**src/rtl/clk_switch_mon.sv**
```systemverilog
// Frequency monitor for the glitch-free clock switch output: counts mon_clk edges per window,
// classifies them as source A/B/stuck and flags disagreement with sel. Sticky flags: CLK_SWITCH_MON_STICKY_ERR_EN.
module clk_switch_mon #(
  parameter int WIN    = 1000,
  parameter int CNT_W  = 10,
  parameter int EXP_A  = 50,
  parameter int EXP_B  = 185,
  parameter int TOL    = 2,
  parameter int SETTLE = 1
) (
  input  logic             clk,
  input  logic             rstn,
  input  logic             mon_clk,
  input  logic             sel,
  input  logic             err_clr,
  output logic [CNT_W-1:0] meas_cnt,
  output logic             cnt_vld,
  output logic             src_a,
  output logic             src_b,
  output logic             stuck,
  output logic             mismatch,
  output logic             busy
);

  localparam int WIN_W = (WIN > 1) ? $clog2(WIN) : 1;
  localparam int SET_W = (SETTLE > 1) ? $clog2(SETTLE) : 1;
  localparam int CW1   = CNT_W + 1;
  localparam logic [WIN_W-1:0]        WIN_LAST = WIN_W'(WIN - 1);
  localparam logic [CNT_W-1:0]        CNT_MAX  = '1;
  localparam logic signed [CNT_W:0]   EXP_A_S  = CW1'(EXP_A);
  localparam logic signed [CNT_W:0]   EXP_B_S  = CW1'(EXP_B);
  localparam logic signed [CNT_W:0]   TOL_S    = CW1'(TOL);

  typedef enum logic {ST_SETTLE, ST_MEAS} state_t;

  state_t             state_q;
  logic [WIN_W-1:0]   win_cnt_q;
  logic [CNT_W-1:0]   edge_cnt_q;
  logic [SET_W-1:0]   settle_q;
  logic               mon_s1_q, mon_s2_q, mon_s3_q;
  logic               sel_s1_q, sel_s2_q, sel_s3_q;

  logic               mon_rise, sel_chg, win_close, settle_done, mm_now, in_a, in_b;
  logic [CNT_W-1:0]   edge_cnt_d;
  logic signed [CNT_W:0] diff_a, diff_b;

  always_ff @(posedge clk) begin
    if (!rstn) begin
      {mon_s1_q, mon_s2_q, mon_s3_q} <= 3'b000;
      {sel_s1_q, sel_s2_q, sel_s3_q} <= 3'b000;
    end else begin
      {mon_s1_q, mon_s2_q, mon_s3_q} <= {mon_clk, mon_s1_q, mon_s2_q};
      {sel_s1_q, sel_s2_q, sel_s3_q} <= {sel, sel_s1_q, sel_s2_q};
    end
  end

  assign mon_rise    = mon_s2_q & ~mon_s3_q;
  assign sel_chg     = sel_s2_q ^ sel_s3_q;
  assign win_close   = (win_cnt_q == WIN_LAST);
  assign settle_done = (SETTLE <= 1) || (settle_q == SET_W'(SETTLE - 1));

  // Saturating sum includes an edge seen in the close cycle, so it belongs to the closing window.
  assign edge_cnt_d = (edge_cnt_q == CNT_MAX) ? CNT_MAX : edge_cnt_q + CNT_W'(mon_rise);

  // Signed bounds check avoids an absolute value that could overflow CNT_W+1 bits.
  assign diff_a = $signed({1'b0, edge_cnt_d}) - EXP_A_S;
  assign diff_b = $signed({1'b0, edge_cnt_d}) - EXP_B_S;
  assign in_a   = (diff_a >= -TOL_S) && (diff_a <= TOL_S);
  assign in_b   = (diff_b >= -TOL_S) && (diff_b <= TOL_S);
  assign mm_now = sel_s2_q ? ~in_b : ~in_a;

`ifndef CLK_SWITCH_MON_STICKY_ERR_EN
  logic unused_err_clr;
  assign unused_err_clr = err_clr;
`endif

  always_ff @(posedge clk) begin
    if (!rstn) begin
      state_q    <= ST_SETTLE;
      win_cnt_q  <= '0;
      edge_cnt_q <= '0;
      settle_q   <= '0;
      meas_cnt   <= '0;
      cnt_vld    <= 1'b0;
      src_a      <= 1'b0;
      src_b      <= 1'b0;
      stuck      <= 1'b0;
      mismatch   <= 1'b0;
      busy       <= 1'b1;
    end else begin
      cnt_vld <= 1'b0;
`ifdef CLK_SWITCH_MON_STICKY_ERR_EN
      if (err_clr) begin
        stuck    <= 1'b0;
        mismatch <= 1'b0;
      end
`endif
      if (sel_chg) begin
        // Partial window (even a closing one) is dropped and settling starts over.
        state_q    <= ST_SETTLE;
        busy       <= 1'b1;
        settle_q   <= '0;
        win_cnt_q  <= '0;
        edge_cnt_q <= '0;
      end else if (win_close) begin
        win_cnt_q  <= '0;
        edge_cnt_q <= '0;
        if (state_q == ST_SETTLE) begin
          if (settle_done) begin
            state_q  <= ST_MEAS;
            busy     <= 1'b0;
            settle_q <= '0;
          end else begin
            settle_q <= settle_q + 1'b1;
          end
        end else begin
          meas_cnt <= edge_cnt_d;
          cnt_vld  <= 1'b1;
          src_a    <= in_a;
          src_b    <= in_b;
`ifdef CLK_SWITCH_MON_STICKY_ERR_EN
          if (edge_cnt_d == '0) stuck <= 1'b1;
          if (mm_now) mismatch <= 1'b1;
`else
          stuck    <= (edge_cnt_d == '0);
          mismatch <= mm_now;
`endif
        end
      end else begin
        win_cnt_q  <= win_cnt_q + 1'b1;
        edge_cnt_q <= edge_cnt_d;
      end
    end
  end

endmodule
```
**config.mk**
```make
export PLATFORM = sky130hd
export DESIGN_NAME = clk_switch_mon
export DESIGN_NICKNAME = d
export VERILOG_FILES = /design/src/rtl/clk_switch_mon.sv
export SDC_FILE = /design/constraint.sdc
export NUM_CORES = 1
export LEC_CHECK = 0
export BUFFER_PORTS_ARGS = -buffer_cell sky130_fd_sc_hd__buf_2
export CORE_AREA = 2 2 69 71
export DETAILED_ROUTE_END_ITERATION = 16
export DIE_AREA = 0 0 71 73
export GPL_ROUTABILITY_DRIVEN = 1
export GPL_TIMING_DRIVEN = 0
export PLACE_DENSITY = 0.77
export SKIP_CTS_REPAIR_TIMING = 1
export SLEW_MARGIN = 25
export SYNTH_ARGS = -nofsm -noshare
export SYNTH_HDL_FRONTEND = slang
export SYNTH_SLANG_ARGS = --single-unit
```
**constraint.sdc**
```tcl
create_clock -name clk -period 3.8 [get_ports clk]
set_input_delay 0.76 -clock clk [delete_from_list [all_inputs] [get_ports clk]]
set_output_delay 0.76 -clock clk [all_outputs]
set_load 0.05 [all_outputs]
```
==> run metrics <==
pwr/cell area 291.3 nW/um^2; sequential element share of the synthesized area 0.3416; Critical Path AT 3.74 ns; final worst setup slack 0.2617 ns; number of synthesized register bits 43; Largest regs edge_cnt_q x10, meas_cnt x10, win_cnt_q x10; starting DRC count in detailed routing 225; flop2flop setup slack 0.26 ns; worst slack at placement 0.03362 ns; type of the tightest min-delay check reg -> reg; CTS Buffer Depth 2; initial antenna violation count 0; # setup viols final 0; routability cong. 0.8437; fin crit share 0.9311; Startpoint Class flip-flop; fmax 282.6 MHz; vias 2186; Post-synth ARST share 0; Critical Path RT 4.00 ns; area share of the largest cell type after synthesis 0.3416; endpoints failing hold 0; Storage cell area 860.8 sq um; Slowest Stage Delay on Critical Path 0.48 ns; CP max-delay cell dfxtp_1; vias in the first global route 2009; Post-Syn Area 2520 sq um; Filler cells 396; final wirelength 5814 um; CTS tree yes; Net Count, Synth 315; I/O pins 21; Final Net Count 341; Mapped Cells 301; area of the multi-input gates 1584 sq um; r2r worst-path depth 14; wire per inst 15.22 um; main flop type after synthesis dfxtp_1; Yosys top cell by area dfxtp_1; Synth area leaders dfxtp_1 (34%), nor2_1 (7.6%), xnor2_1 (5.2%); clock sinks 43; Critical Path Source edge_cnt_q[3]$_SDFF_PP0_; normalized max-slew margin 0.5193; most common cell in the netlist nor2_1; port bufs 19; DIE HEIGHT 73 um; slew at the pin closest to its max-slew limit 0.7010 ns; H-tree level count 2; First-pass DRT Iterations 4; total power 823.6 uW; clk slew on worst S/H paths 0.09 ns; Root Buffer clkbuf_8; row count 25; Setup crit end mismatch$_SDFFE_PN0P_; EDFF count, synth 0; CP cell instances and4_4 > buf_6 > and4_4 > buf_4 > nor2_2 > ha_1 > a32o_1 > a221oi_4 > xnor2_1 > nand3_1 > mux2_2 > o31ai_1 > o21bai_1 > o21ba_1; largest net degree at the start of global routing 15; gr usage total 0.2384; crit-path max FO 10; remaining global-route overflow 0; Worst Skew 0.005732 ns; Leak 1.151 nW; Crit path max-delay family compound AO/OA/AOI/OAI gates; Max Cap Violations 0; # diodes 0; number of unique standard cell types used by synthesis 65; DRC viols 0; Reg-to-Reg End mismatch$_SDFFE_PN0P_; critical path capture point type flip-flop; Initial Util 0.5556; Die Width 71 um; DIE AREA 5183 sq um; via/cell ratio 5.723; status complete, no violations; syn avg cell area 8.372 sq um; Core Footprint 4536 sq um; HPWL Detailed 4240 um; global-route wire length before repair 9673 um; Worst path depth 14; Syn-to-layout area delta 12.21%; worst skew pair latency 0.30 ns; synth warn 0; final max-slew violation count 0; CTS Buf Count 5; Final ANT Viol Nets 0; synth cell count leaders nor2_1 (51), dfxtp_1 (43), nand2_1 (24); crit path buf inv count 2; r2r startpoint edge_cnt_q[3]$_SDFF_PP0_; maximum vdd ir drop 0.2207 mV; share of layout cells above drive strength 1 0.1921; Tmin final 3.538 ns; CP dominant cell by count and4_4; WS Path Type reg -> reg
[kinds of logic after synthesis]
group / after synthesis / share of synthesized area
AO/OA/AOI/OAI: 57 / 0.1559
XOR/XNOR: 22 / 0.08392
adder cells (fa/ha/maj): 9 / 0.04469
buffers and inverters: 19 / 0.04816
flip-flops: 43 / 0.3416
multiplexers: 6 / 0.02780
AND/OR/NAND/NOR: 145 / 0.2979
[report_power, final]
| part | internal (mW) | total (mW) | switching [mW] |
|---|---|---|---|
| sequential | 0.456 | 0.460 | 0.00442 |
| combinational | 0.0182 | 0.0477 | 0.0295 |
| clock | 0.148 | 0.315 | 0.167 |
[worst register-to-register path: stages (launching register included)]
cell and delay (ns):
dfxtp_1 0.48, and4_4 0.27, buf_6 0.13, and4_4 0.25
buf_4 0.19, nor2_2 0.10, ha_1 0.32, a32o_1 0.29
a221oi_4 0.32, xnor2_1 0.19, nand3_1 0.10, mux2_2 0.31
o31ai_1 0.24, o21bai_1 0.08, o21ba_1 0.16
[placed cells by master, fill, tap and decap left out, drive strengths merged, types with 3 or more instances in the layout]
cell type and instances:
nand4 5, clkbuf 11, dfxtp 43, and3 6, nor4 4, and4 3
nor2 51, o21ai 9, inv 6, o211ai 4, nand2 24, xnor2 16
xor2 6, a211oi 3, nand4b 3, a21oi 20, and2 11, buf 26
ha 9, nor3 7, nand3 16, nor3b 3, a31oi 3, mux2i 4
nand2b 3
[layer usage]
| layer | wire, um | global-route usage | vias to the layer above |
|---|---|---|---|
| li1 | - | - | 1119 |
| met1 | 2740 | 0.3208 | 1015 |
| met2 | 2764 | 0.3749 | 41 |
| met3 | 191 | 0.04696 | 11 |
| met4 | 117 | 0.1006 | 0 |
| met5 | 0 | 0 | - |
[worst min path at each step]
stage	from	end	cells past startpoint
global placement	mon_s1_q$_SDFF_PN0_	mon_s2_q$_SDFF_PN0_	1
CTS	sel_s1_q$_SDFF_PN0_	sel_s2_q$_SDFF_PN0_	1
finish	sel_s1_q$_SDFF_PN0_	sel_s2_q$_SDFF_PN0_	1
floorplan	mon_s1_q$_SDFF_PN0_	mon_s2_q$_SDFF_PN0_	1
detailed placement	sel_s1_q$_SDFF_PN0_	sel_s2_q$_SDFF_PN0_	1
global route	src_a$_SDFFE_PN0P_	src_a$_SDFFE_PN0P_	2
[cell type report]
type,count,share of cell area
plain buffers,13,0.03496
clock buffers,6,0.02920
clock inverters,2,0.005752
inverters,6,0.007965
multi-input cells,239,0.5602
flip-flops and latches,43,0.3044
well taps,54,0.02389
repair buffers,19,0.03363
[per-stage QoR]
step / area [sq um] / util / setup TNS (ns) / hold WS [ns] / instances
floorplan: 2520 / - / 0 / 0.4119 / 301
global placement: 2683 / 0.5914 / 0 / 0.4148 / 374
detailed placement: 2683 / 0.5914 / 0 / 0.4295 / 374
CTS: 2781 / 0.6132 / -0.01082 / 0.4522 / 382
global route: 2828 / 0.6234 / -0.001727 / 0.4704 / 382
finish: 2828 / 0.6234 / 0 / 0.4483 / 382
No activity file was read; power rests on OpenSTA's default activity.
